$ cat config.mk
export PLATFORM = sky130hd
export DESIGN_NAME = scramble_rr_sched
export DESIGN_NICKNAME = d
export VERILOG_FILES = /design/src/rtl/scramble_rr_sched_pkg.sv /design/src/rtl/scramble_rr_sched_rr_pick.sv /design/src/rtl/scramble_rr_sched.sv
export SDC_FILE = /design/constraint.sdc
export NUM_CORES = 1
export LEC_CHECK = 0
export BUFFER_PORTS_ARGS = -buffer_cell sky130_fd_sc_hd__clkbuf_2
export CAP_MARGIN = 25
export CORE_MARGIN = 1
export CORE_UTILIZATION = 55
export CTS_CLUSTER_SIZE = 14
export DETAILED_ROUTE_END_ITERATION = 10
export PLACE_DENSITY = 0.81
export SLEW_MARGIN = 10
export SYNTH_ARGS = -nofsm -noshare
export SYNTH_HDL_FRONTEND = slang
export SYNTH_SLANG_ARGS = --single-unit
$ cat constraint.sdc
create_clock -name clock -period 3 [get_ports clock]
set_input_delay 0.45 -clock clock [delete_from_list [all_inputs] [get_ports clock]]
set_output_delay 0.45 -clock clock [all_outputs]
set_load 0.02 [all_outputs]
$ cat src/rtl/scramble_rr_sched_pkg.sv
// ---------------------------------------------------------------------------
// scramble_sched_pkg
// Shared types and constants for the scrambler round-robin scheduler.
//   sched_state_t : scheduler FSM states (IDLE -> ISSUE -> WAIT -> RESP)
//   *_DEF         : default parameter values for the scheduler
//   wait_cnt_w()  : width of the WAIT-state cycle counter for a given TIMEOUT
// ---------------------------------------------------------------------------
package scramble_sched_pkg;

   typedef enum logic [1:0] {
      IDLE  = 2'd0,
      ISSUE = 2'd1,
      WAIT  = 2'd2,
      RESP  = 2'd3
   } sched_state_t;

   localparam int NUM_REQ_DEF = 4;
   localparam int DATA_W_DEF  = 6;
   localparam int TIMEOUT_DEF = 64;
   localparam int STAT_W      = 8;

   // The counter only has to reach TIMEOUT-1 before the job is aborted.
   function automatic int wait_cnt_w(input int timeout);
      return (timeout <= 2) ? 1 : $clog2(timeout);
   endfunction

endpackage

$ cat src/rtl/scramble_rr_sched_rr_pick.sv
// ---------------------------------------------------------------------------
// rr_pick
// Combinational round-robin priority picker.
//   req        in  NUM_REQ  request levels
//   last_owner in  IDX_W    index served most recently
//   winner     out IDX_W    first set request after last_owner (with wrap)
//   valid      out 1        any request present
// ---------------------------------------------------------------------------
module rr_pick #(
   parameter int NUM_REQ = 4,
   parameter int IDX_W   = 2
) (
   input  logic [NUM_REQ-1:0] req,
   input  logic [IDX_W-1:0]   last_owner,
   output logic [IDX_W-1:0]   winner,
   output logic               valid
);

   // Distances are scanned from farthest to nearest so the nearest
   // requester after last_owner is the final (winning) assignment.
   always_comb begin
      winner = '0;
      valid  = 1'b0;
      for (int k = NUM_REQ; k >= 1; k--) begin
         for (int i = 0; i < NUM_REQ; i++) begin
            if (((int'(last_owner) + k) % NUM_REQ) == i && req[i]) begin
               winner = IDX_W'(i);
               valid  = 1'b1;
            end
         end
      end
   end

endmodule

$ cat src/rtl/scramble_rr_sched.sv
// ---------------------------------------------------------------------------
// scramble_rr_sched
// Round-robin scheduler sharing one scrambler core among NUM_REQ requesters.
// A granted word is launched with a one-cycle low core_stbi, the scheduler
// waits for core_done (or TIMEOUT cycles) and pulses rsp_valid to the owner.
//
// Ports:
//   clock, reset   clock and synchronous active-high reset
//   req, req_data  per-requester request level and packed request words
//   gnt            one-hot grant pulse (req_data captured on that edge)
//   rsp_valid      one-hot response pulse; rsp_data/rsp_err hold until next
//   busy           high whenever the FSM is not IDLE
//   core_stbi      core strobe, idle high, low one cycle per launch
//   core_x_in      word presented to the core
//   core_done      core result-updated pulse, core_x_out the result
//   stat_jobs      (SCHED_STATS_EN) per-requester saturating good-job counts
//   stat_timeouts  (SCHED_STATS_EN) saturating timeout count
//
// Build option: define SCHED_STATS_EN to add the statistics counters/ports.
// ---------------------------------------------------------------------------
module scramble_rr_sched
   import scramble_sched_pkg::*;
#(
   parameter int NUM_REQ = NUM_REQ_DEF,
   parameter int DATA_W  = DATA_W_DEF,
   parameter int TIMEOUT = TIMEOUT_DEF
) (
   input  logic                      clock,
   input  logic                      reset,
   input  logic [NUM_REQ-1:0]        req,
   input  logic [NUM_REQ*DATA_W-1:0] req_data,
   output logic [NUM_REQ-1:0]        gnt,
   output logic [NUM_REQ-1:0]        rsp_valid,
   output logic [DATA_W-1:0]         rsp_data,
   output logic                      rsp_err,
   output logic                      busy,
   output logic                      core_stbi,
   output logic [DATA_W-1:0]         core_x_in,
   input  logic                      core_done,
   input  logic [DATA_W-1:0]         core_x_out
`ifdef SCHED_STATS_EN
   ,
   output logic [NUM_REQ*STAT_W-1:0] stat_jobs,
   output logic [STAT_W-1:0]         stat_timeouts
`endif
);

   localparam int IDX_W = (NUM_REQ <= 2) ? 1 : $clog2(NUM_REQ);
   localparam int CNT_W = wait_cnt_w(TIMEOUT);

   sched_state_t       state, state_nxt;
   logic [IDX_W-1:0]   last_owner, last_owner_nxt;
   logic [IDX_W-1:0]   owner, owner_nxt;
   logic [CNT_W-1:0]   wait_cnt, wait_cnt_nxt;
   logic [DATA_W-1:0]  r_data, r_data_nxt;
   logic [NUM_REQ-1:0] gnt_nxt, rsp_valid_nxt;
   logic [DATA_W-1:0]  rsp_data_nxt, core_x_in_nxt;
   logic               rsp_err_nxt, core_stbi_nxt;

   logic [IDX_W-1:0]   pick_idx;
   logic               pick_vld;
   logic [DATA_W-1:0]  pick_word;

   rr_pick #(
      .NUM_REQ (NUM_REQ),
      .IDX_W   (IDX_W)
   ) u_pick (
      .req        (req),
      .last_owner (last_owner),
      .winner     (pick_idx),
      .valid      (pick_vld)
   );

   always_comb begin
      pick_word = '0;
      for (int i = 0; i < NUM_REQ; i++) begin
         if (pick_idx == IDX_W'(i)) pick_word = req_data[i*DATA_W +: DATA_W];
      end
   end

   // Next-state and next-output logic; every output is registered below.
   always_comb begin
      state_nxt      = state;
      last_owner_nxt = last_owner;
      owner_nxt      = owner;
      wait_cnt_nxt   = wait_cnt;
      r_data_nxt     = r_data;
      gnt_nxt        = '0;
      rsp_valid_nxt  = '0;
      rsp_data_nxt   = rsp_data;
      rsp_err_nxt    = rsp_err;
      core_stbi_nxt  = 1'b1;
      core_x_in_nxt  = core_x_in;

      case (state)
         IDLE: begin
            if (pick_vld) begin
               gnt_nxt       = NUM_REQ'(1) << pick_idx;
               owner_nxt     = pick_idx;
               r_data_nxt    = pick_word;
               core_x_in_nxt = pick_word;
               core_stbi_nxt = 1'b0;
               state_nxt     = ISSUE;
            end
         end
         ISSUE: begin
            // core_done is deliberately ignored while the strobe is low.
            wait_cnt_nxt = '0;
            state_nxt    = WAIT;
         end
         WAIT: begin
            wait_cnt_nxt  = wait_cnt + CNT_W'(1);
            core_x_in_nxt = r_data;
            // done has priority over a coincident timeout
            if (core_done) begin
               rsp_data_nxt = core_x_out;
               rsp_err_nxt  = 1'b0;
               state_nxt    = RESP;
            end else if (wait_cnt == CNT_W'(TIMEOUT - 1)) begin
               rsp_data_nxt = '0;
               rsp_err_nxt  = 1'b1;
               state_nxt    = RESP;
            end
         end
         RESP: begin
            rsp_valid_nxt  = NUM_REQ'(1) << owner;
            last_owner_nxt = owner;
            state_nxt      = IDLE;
         end
         default: state_nxt = IDLE;
      endcase
   end

   always_ff @(posedge clock) begin
      if (reset) begin
         state      <= IDLE;
         last_owner <= IDX_W'(NUM_REQ - 1);
         owner      <= '0;
         wait_cnt   <= '0;
         gnt        <= '0;
         rsp_valid  <= '0;
         rsp_data   <= '0;
         rsp_err    <= 1'b0;
         busy       <= 1'b0;
         core_stbi  <= 1'b1;
         core_x_in  <= '0;
      end else begin
         state      <= state_nxt;
         last_owner <= last_owner_nxt;
         owner      <= owner_nxt;
         wait_cnt   <= wait_cnt_nxt;
         gnt        <= gnt_nxt;
         rsp_valid  <= rsp_valid_nxt;
         rsp_data   <= rsp_data_nxt;
         rsp_err    <= rsp_err_nxt;
         busy       <= (state_nxt != IDLE);
         core_stbi  <= core_stbi_nxt;
         core_x_in  <= core_x_in_nxt;
      end
   end

   // Job word captured at grant; pure data, so it carries no reset.
   always_ff @(posedge clock) begin
      r_data <= r_data_nxt;
   end

`ifdef SCHED_STATS_EN
   function automatic logic [STAT_W-1:0] sat_inc(input logic [STAT_W-1:0] v);
      return (v == {STAT_W{1'b1}}) ? v : v + STAT_W'(1);
   endfunction

   // rsp_err already reflects the finishing job while in RESP.
   always_ff @(posedge clock) begin
      if (reset) begin
         stat_jobs     <= '0;
         stat_timeouts <= '0;
      end else if (state == RESP) begin
         if (rsp_err) begin
            stat_timeouts <= sat_inc(stat_timeouts);
         end else begin
            for (int i = 0; i < NUM_REQ; i++) begin
               if (owner == IDX_W'(i))
                  stat_jobs[i*STAT_W +: STAT_W] <= sat_inc(stat_jobs[i*STAT_W +: STAT_W]);
            end
         end
      end
   end
`endif

endmodule

==> results_dict.tcl, run 1 <==
set metrics [dict create \
    min_path_type "in -> reg" \
    wl_per_cell_um 14.49 \
    cts.repair.resized 0 \
    period_share_pct 73.88 \
    finalNonFillerCells 343 \
    diodes 0 \
    clk_path_buf_depth 2 \
    htree_levels 2 \
    min_period_ns 2.216 \
    synthTopCellsByArea "dfxtp_1 (32%), edfxtp_1 (8.3%), a21oi_1 (5.1%)" \
    synth_most_common_cell "dfxtp_1" \
    cp_max_fo 22 \
    drive_gt1_share_pct 27.12 \
    io-pin-count 60 \
    ys_top_cells_by_count "dfxtp_1 (35), a21oi_1 (22), nand2_1 (21), nand3_1 (14), nor2_1 (14)" \
    drc_errors 0 \
    routed_wl_mm 4.971 \
    p_int_mw 1.257 \
    async_reset_ff_share_pct 0 \
    worstPathCellList "inv_1 > ha_1 > and4_1 > nand2_1 > a22oi_1 > o221a_2 > or2_2" \
    status "finished clean" \
    cts_hold_buf 0 \
    slew_violations 0 \
    grt_overflow 0 \
    slowest_stage "ha_1" \
    grt_pass1_wl_mm 8.135 \
    die_y_um 64.66 \
    ys.flop_type "dfxtp_1" \
    layout-area-overhead-vs-synth_pct 18.66 \
    cts_setup_buffers 0 \
    fillCellCount 331 \
    core_sq_mm 0.003716 \
    syn-instance-count 240 \
    initial_core_util_pct 58.11 \
    ff2ff_path_depth 7 \
    fin_skew_ns 0.007630 \
    power_frac_comb_pct 41.5 \
    first_pass_iters 4 \
    yosysUniqueCellTypes 52 \
    ys_seq_elements 41 \
    regArea_sq_um 880.8 \
    clkTransAtPathRegs_ns 0.07 \
    setup_tns_ns 0 \
    track_usage_pct 25.54 \
    ys_seq_area_share_pct 40.79 \
    max_stage_delay_ns 0.45 \
    path_buf_inv 1 \
    relSlewSlack_pct 53.72 \
    power.share.switching_pct 39.19 \
    power.leakage_nw 1.055 \
    worstPathRequired_ns 3.18 \
    path_class "reg -> reg" \
    synth_top_cell_by_area "dfxtp_1" \
    vias 2035 \
    dr.first_iter.drc_count 158 \
    grt_pass1_vias 1813 \
    critical_path_depth 7 \
    setup_viol 0 \
    buffer_ports.inserted 59 \
    synthesis.nets 282 \
    antenna_found_initial 0 \
    cts_tree "built" \
    avgViaCountPerCell 5.933 \
    rows 22 \
    cts_buffers 5 \
    min_delay_path_depth 3 \
    vdd_drop_max_uv 482.6 \
    power_mw 2.067 \
    grt_max_degree 24 \
    root_buffer "clkbuf_8" \
    nNetsFinal 336 \
    power_switching_mw 0.8103 \
    place.gp.congestion 0.8709 \
    synth_area_sq_mm 0.002160 \
    power_density_mw_per_mm2 806.8 \
    start_kind "flip-flop" \
    dp_hpwl_mm 3.565 \
    die_x_um 64.66 \
    hold_viol 0 \
    multi_input_area_sq_mm 0.001172 \
    clock_latency_ns 0.30 \
    synth-edff-count 6 \
    yosys.area.top_type_share_pct 32.44 \
    worst_pin_slew_ns 0.6942 \
    dp_cells 335 \
    pwr-share-seq_pct 39.3 \
    drtAntennaViolNets 0 \
    rsz0062_at_grt "false" \
    fmax_mhz 451.2 \
    endpoint_kind "flip-flop" \
    maxCapViolations 0 \
    syn-mean-instance-area_sq_um 8.998 \
    ys_warn_count 0 \
    crit_family "simple AND/OR/NAND/NOR gates" \
    arrival_ns 2.40 \
    clock-sinks 41 \
    fp.dieArea_sq_mm 0.004181 \
    clock_power_share_pct 19.2 \
]
## tightest hold or removal path, delay by kind of cell
kind | cells | cell delay [ns]
buffers and inverters | 1 | 0.08
and+or+nand+nor | 1 | 0.05
AOI/OAI and AO/OA | 1 | 0.05
## cells in the final DEF, fill, tap and decap left out, drive strengths merged, types with 4 or more instances in the layout
master / instances
nor3: 4
a2bb2oi: 5
nor2: 14
o41ai: 6
a21oi: 23
nor4b: 4
clkbuf: 66
nor2b: 5
o22ai: 5
nand3: 15
nand4: 6
nand2b: 6
a31oi: 10
nand2: 21
o2111ai: 5
inv: 12
edfxtp: 6
o211ai: 5
ha: 5
dfxtp: 35
## worst paths after layout
path	startpoint	end	slack [ns]
worst max-delay path	state[0]$_SDFF_PP0_	busy$_SDFF_PP0_	0.78
worst max register to register	state[0]$_SDFF_PP0_	busy$_SDFF_PP0_	0.78
worst min-delay path	core_x_out[5]	rsp_data[5]$_SDFFE_PP0P_	0.38
worst min register to register	rsp_data[4]$_SDFFE_PP0P_	rsp_data[4]$_SDFFE_PP0P_	0.47
## power groups by stage
stage	combinational (mW)	sequential (mW)	clock, mW
finish	0.858	0.812	0.397
global route	0.941	0.832	0.424
CTS	0.858	0.809	0.403
detailed placement	0.852	0.821	0
global placement	0.838	0.819	0
floorplan	0.561	0.889	0
## routing by layer
| layer | wire length [um] | track usage (%) | vias up |
|---|---|---|---|
| li1 | - | - | 1006 |
| met1 | 2214 | 30.96 | 949 |
| met2 | 2413 | 42.76 | 69 |
| met3 | 254 | 6.690 | 11 |
| met4 | 88 | 10.28 | 0 |
| met5 | 0 | 0 | - |
## cell type report
type	count	area share [%]
inverters	12	1.758
flip-flops and latches	41	34.37
clock buffers	7	3.760
multi-input cells	174	45.75
clock inverters	1	0.1953
repair buffers	60	11.82
well taps	48	2.344
## kinds of logic after synthesis
| logic type | Yosys count | synth area share (%) |
|---|---|---|
| AOI/OAI and AO/OA | 72 | 24.62 |
| xor gates and xnor gates | 4 | 1.623 |
| adders and majority gates | 5 | 2.897 |
| buffers and inverters | 25 | 4.925 |
| DFF | 41 | 40.79 |
| muxes | 3 | 1.622 |
| and+or+nand+nor | 90 | 23.52 |
## stage by stage
| stage | worst slack [ns] | hold slack (ns) | util, % | instance area, sq um |
|---|---|---|---|---|
| CTS | 0.7896 | 0.3705 | 68.96 | 2562 |
| floorplan | 1.180 | 0.4541 | - | 2160 |
| global placement | 0.8604 | 0.4533 | 66.23 | 2461 |
| global route | 0.5991 | 0.3695 | 68.96 | 2562 |
| finish | 0.7837 | 0.3796 | 68.96 | 2562 |
| detailed placement | 0.8050 | 0.4601 | 66.23 | 2461 |
## sequential cells by signal, summed over array words and instances (netlist names)
register and flops:
rsp_err 1, rsp_valid 4, owner 2, r_data 6
rsp_data 6, state 2, gnt 4, last_owner 2
wait_cnt 6, core_x_in 6, core_stbi 1, busy 1
(Power assumes the default switching activity.)
==> run 2, diff against run 1 <==
--- a/config.mk
+++ b/config.mk
@@ -8,10 +8,10 @@
 export BUFFER_PORTS_ARGS = -buffer_cell sky130_fd_sc_hd__clkbuf_2
 export CAP_MARGIN = 25
 export CORE_MARGIN = 1
-export CORE_UTILIZATION = 55
+export CORE_UTILIZATION = 47
 export CTS_CLUSTER_SIZE = 14
 export DETAILED_ROUTE_END_ITERATION = 10
-export PLACE_DENSITY = 0.81
+export PLACE_DENSITY = 0.74
 export SLEW_MARGIN = 10
 export SYNTH_ARGS = -nofsm -noshare
 export SYNTH_HDL_FRONTEND = slang
==> constraint.sdc (replaced) <==
create_clock -name clock -period 2 [get_ports clock]
set_input_delay 0.3 -clock clock [delete_from_list [all_inputs] [get_ports clock]]
set_output_delay 0.3 -clock clock [all_outputs]
set_load 0.02 [all_outputs]
==> results_dict.tcl, run 2 (synthesized netlist as in run 1, its figures left out) <==
set metrics [dict create \
    min_period_ns 1.848 \
    top_usage_layer "met2" \
    routed_wl_mm 5.161 \
    grt_pass1_vias 1884 \
    vdd_drop_max_uv 627.1 \
    grt_overflow 0 \
    slew_violations 0 \
    rows 24 \
    hold_viol 0 \
    multi_input_area_sq_mm 0.001196 \
    diodes 0 \
    grtUsageMet1_pct 26.78 \
    finalInstanceArea_sq_mm 0.002694 \
    fp.dieArea_sq_mm 0.004870 \
    use_met2_pct 34.40 \
    cts_buffers 5 \
    htree_levels 2 \
    arrival_ns 2.02 \
    power_density_mw_per_mm2 1226 \
    setup_tns_ns 0 \
    drive_gt1_share_pct 31.60 \
    track_usage_pct 21.18 \
    io-pin-count 60 \
    final_cell_mix "clkbuf_2 (59), dfxtp_1 (35), a21oi_1 (22)" \
    grt_use_met3_pct 5.669 \
    relSlewSlack_pct 66.01 \
    power.leakage_nw 1.120 \
    initial_core_util_pct 49.26 \
    antenna_found_initial 0 \
    fin_skew_ns 0.004002 \
    maxCapViolations 0 \
    drtAntennaViolNets 0 \
    clock-sinks 41 \
    buffer_ports.inserted 59 \
    dr.first_iter.drc_count 102 \
    vias 2057 \
    cts_setup_buffers 0 \
    worst_pin_slew_ns 0.5093 \
    clkTransAtPathRegs_ns 0.08 \
    fmax_mhz 541.1 \
    grt_max_degree 17 \
    status "finished clean" \
    endpoint_kind "flip-flop" \
    period_share_pct 92.40 \
    drc_errors 0 \
    root_buffer "clkbuf_8" \
    core_sq_mm 0.004384 \
    place.gp.congestion 0.7759 \
    cts.repair.resized 0 \
    layout-area-overhead-vs-synth_pct 24.74 \
    wl_per_cell_um 14.38 \
    min_path_type "in -> reg" \
    cp_max_fo 13 \
    start_kind "flip-flop" \
    die_x_um 69.79 \
    grt_pass1_wl_mm 8.376 \
    dp_hpwl_mm 3.699 \
    cts_hold_buf 0 \
    cts_tree "built" \
    clock_latency_ns 0.29 \
    place_area_sq_mm 0.002556 \
    worstPathRequired_ns 2.18 \
    avgViaCountPerCell 5.730 \
    setup_viol 0 \
    first_pass_iters 4 \
    nNetsFinal 348 \
    rsz0062_at_grt "false" \
    final_common_cell "clkbuf_2" \
    die_y_um 69.79 \
    clk_path_buf_depth 2 \
    fillCellCount 407 \
    path_class "reg -> reg" \
    regArea_sq_um 880.8 \
]
-- run 2: per-stage QoR --
stage / setup WS (ns) / utilization, % / hold slack (ns) / power (mW) / instances
after detailed placement: 0.08820 / 58.30 / 0.4591 / 2.613 / 351
final: 0.1521 / 61.44 / 0.2196 / 3.304 / 359
after CTS: 0.04250 / 60.90 / 0.2187 / 3.266 / 359
after floorplan: 0.2956 / - / 0.4360 / 2.176 / 240
after global routing: 0.001541 / 61.44 / 0.2264 / 3.501 / 359
after global placement: 0.1168 / 58.30 / 0.4542 / 2.596 / 351
-- run 2: critical path, cell delays in order (launching register included) --
cell and delay [ns]:
dfxtp_1 0.34, inv_1 0.11, ha_2 0.29, buf_4 0.22, nor4b_1 0.07, a31oi_1 0.21
o211ai_1 0.14, o41ai_1 0.26, a21oi_1 0.07
-- run 2: final timing paths --
check                      startpoint                   endpoint  slack, ns  cells past startpoint
min                     core_x_out[4]   rsp_data[4]$_SDFFE_PP0P_       0.22                      3
max               state[0]$_SDFF_PP0_  core_x_in[0]$_SDFFE_PP0P_       0.15                      8
max reg2reg       state[0]$_SDFF_PP0_  core_x_in[0]$_SDFFE_PP0P_       0.15                      8
min reg2reg  rsp_data[3]$_SDFFE_PP0P_   rsp_data[3]$_SDFFE_PP0P_       0.47                      2
-- run 2: where the power goes --
| part | switching (mW) | leakage [nW] | internal, mW |
|---|---|---|---|
| Combinational | 0.828 | 0.714 | 0.600 |
| Clock | 0.294 | 0.0599 | 0.357 |
| Sequential | 0.144 | 0.346 | 1.08 |
-- run 2: layout make-up --
| class | count | share of cell area (%) |
|---|---|---|
| tap | 52 | 2.415 |
| clock inverter | 1 | 0.2322 |
| sequential | 41 | 32.70 |
| inverter | 12 | 1.672 |
| multi-input combinational | 174 | 44.40 |
| clock buffer | 7 | 3.994 |
| timing repair buffer | 72 | 14.58 |
-- run 2: layer usage --
layer	wire length [um]	share of wire (%)
met5	0	0
met3	284	5.5
met1	2416	47
met2	2376	46
met4	84	1.6
==> run 3, diff against run 2 <==
--- a/config.mk
+++ b/config.mk
@@ -5,14 +5,15 @@
 export SDC_FILE = /design/constraint.sdc
 export NUM_CORES = 1
 export LEC_CHECK = 0
-export BUFFER_PORTS_ARGS = -buffer_cell sky130_fd_sc_hd__clkbuf_2
 export CAP_MARGIN = 25
 export CORE_MARGIN = 1
-export CORE_UTILIZATION = 47
+export CORE_UTILIZATION = 55
 export CTS_CLUSTER_SIZE = 14
 export DETAILED_ROUTE_END_ITERATION = 10
-export PLACE_DENSITY = 0.74
+export DONT_BUFFER_PORTS = 1
+export PLACE_DENSITY = 0.71
 export SLEW_MARGIN = 10
 export SYNTH_ARGS = -nofsm -noshare
 export SYNTH_HDL_FRONTEND = slang
+export SYNTH_HIERARCHICAL = 1
 export SYNTH_SLANG_ARGS = --single-unit
==> results_dict.tcl, run 3 <==
set metrics [dict create \
    dp_cells 220 \
    cts_setup_buffers 0 \
    period_share_pct 94.36 \
    routed_wl_mm 3.696 \
    grt_max_degree 26 \
    finalNonFillerCells 231 \
    core_sq_mm 0.003103 \
    htree_levels 2 \
    drive_gt1_share_pct 12.30 \
    synth_most_common_cell "dfxtp_1" \
    buffer_ports.inserted 0 \
    ys_warn_count 6 \
    clock-sinks 41 \
    ys.flop_type "dfxtp_1" \
    dr.first_iter.drc_count 56 \
    clkTransAtPathRegs_ns 0.11 \
    synthesis.nets 223 \
    min_path_type "in -> reg" \
    fillCellCount 280 \
    synthTopCellsByArea "dfxtp_1 (38%), edfxtp_1 (9.8%), mux4_2 (6.1%)" \
    place.gp.congestion 0.7684 \
    syn-instance-count 181 \
    worst_slack_ns 0.1128 \
    track_usage_pct 22.89 \
    hp-start "reset" \
    worst_pin_slew_ns 0.4468 \
    ys_seq_elements 41 \
    wl_per_cell_um 16.00 \
    start_kind "flip-flop" \
    rows 20 \
    nNetsFinal 228 \
    cts_tree "built" \
    grt_pass1_vias 1327 \
    power.leakage_nw 0.6989 \
    pre_cts_ws_ns 0.1357 \
    r2r_start "last_owner[1]$_SDFFE_PP1N_" \
    max_stage_delay_ns 0.54 \
    vdd_drop_max_uv 522.2 \
    yosys.area.top_type_share_pct 38.12 \
    fmax_mhz 529.9 \
    r2r_setup_slack_ns 0.11 \
    path_class "reg -> reg" \
    power_mw 2.206 \
    final_common_cell "dfxtp_1" \
    yosysUniqueCellTypes 42 \
    die_x_um 59.81 \
    hold_viol 0 \
    slew_violations 0 \
    worstPathCellList "mux2i_1 > o221ai_2 > buf_4 > mux4_2 > nand2_1 > a311oi_2" \
    grt_overflow 0 \
    diodes 0 \
    drtAntennaViolNets 0 \
    maxCapViolations 0 \
    ys_top_cells_by_count "dfxtp_1 (35), nand2_1 (30), nor2_1 (16), a21oi_1 (15), inv_1 (8)" \
    arrival_ns 2.11 \
    slowest_stage "mux4_2" \
    status "finished clean" \
    drc_errors 0 \
    root_buffer "clkbuf_4" \
    syn-mean-instance-area_sq_um 10.15 \
    ys_seq_area_share_pct 47.92 \
    setup_viol 0 \
    cts_buffers 5 \
    antenna_found_initial 0 \
    synth_area_sq_mm 0.001838 \
    synth-edff-count 6 \
    fp.dieArea_sq_mm 0.003577 \
    endpoint_kind "flip-flop" \
    avgViaCountPerCell 5.662 \
    die_y_um 59.81 \
    rsz0062_at_grt "false" \
    dp_hpwl_mm 2.632 \
    regArea_sq_um 880.8 \
    worstPathRequired_ns 2.22 \
    cp_max_fo 10 \
    clk_path_buf_depth 2 \
    multi_input_area_sq_um 855.8 \
    async_reset_ff_share_pct 0 \
    clock_latency_ns 0.34 \
    crit_start "last_owner[1]$_SDFFE_PP1N_" \
    power_density_mw_per_mm2 1143 \
    vias 1308 \
    fin_skew_ns 0.01154 \
    layout-area-overhead-vs-synth_pct 5.037 \
    initial_core_util_pct 59.23 \
    relSlewSlack_pct 70.12 \
    synth_top_cell_by_area "dfxtp_1" \
    grt_pass1_wl_mm 5.947 \
    min_period_ns 1.887 \
    first_pass_iters 5 \
    io-pin-count 60 \
    final_cell_mix "dfxtp_1 (35), nand2_1 (30), nor2_1 (16)" \
    setup_tns_ns 0 \
]
run 3: power breakdown:
part / total (mW) / internal, mW / leakage [nW] / switching [mW]
logic: 0.611 / 0.256 / 0.327 / 0.356
registers: 1.21 / 1.01 / 0.345 / 0.193
clock network: 0.389 / 0.140 / 0.0265 / 0.249
run 3: metrics by stage:
| stage | hold WS, ns | utilization, % | cell area [sq um] |
|---|---|---|---|
| floorplan | 0.4360 | - | 1838 |
| global placement | 0.3711 | 59.68 | 1852 |
| finish | 0.02420 | 62.22 | 1931 |
| global route | 0.0004284 | 62.22 | 1931 |
| CTS | 0.0002969 | 61.90 | 1921 |
| detailed placement | 0.3735 | 59.68 | 1852 |
run 3: kinds of logic after synthesis:
kind of cell / Yosys count / synth area share (%)
AND/OR/NAND/NOR: 70 / 17.97
flip-flops: 41 / 47.92
AO/OA/AOI/OAI: 37 / 15.04
buffers and inverters: 17 / 5.514
multiplexers: 8 / 8.714
adder cells (fa/ha/maj): 5 / 3.404
XOR/XNOR: 3 / 1.430
run 3: layout make-up:
type	count	area share, %
clock buffer	8	2.528
inverter	8	1.555
multi-input combinational	123	44.33
sequential	41	45.63
tap	44	2.852
timing repair buffer	7	3.111
run 3: timing repair:
action / in CTS / in global routing
endpoints found under the hold margin: 5 / 10
setup endpoints to repair: 0 / 0
hold buffers: 2 / 1
resized for setup: 0 / 0
run 3: layer usage:
| metal | up-vias | wire length [um] | track usage (%) |
|---|---|---|---|
| met3 | 6 | 178 | 6.277 |
| met2 | 28 | 1780 | 36.19 |
| met1 | 616 | 1676 | 28.45 |
| met4 | 0 | 60 | 11.96 |
| met5 | - | 0 | 0 |
| li1 | 658 | - | - |
run 3: worst paths after layout:
path	endpoint	depth (start not counted)
setup reg to reg	core_x_in[1]$_SDFFE_PP0P_	6
hold / removal	rsp_data[3]$_SDFFE_PP0P_	1
setup / recovery	core_x_in[1]$_SDFFE_PP0P_	6
hold reg to reg	owner[0]$_SDFFE_PP0N_	2
run 3: worst max-delay path: cells and delay by family (launching register included):
family / cells / cell delay, ns
AND/OR/NAND/NOR: 1 / 0.11
multiplexers: 2 / 0.68
buffers and inverters: 1 / 0.22
flip-flops: 1 / 0.47
AO/OA/AOI/OAI: 2 / 0.29
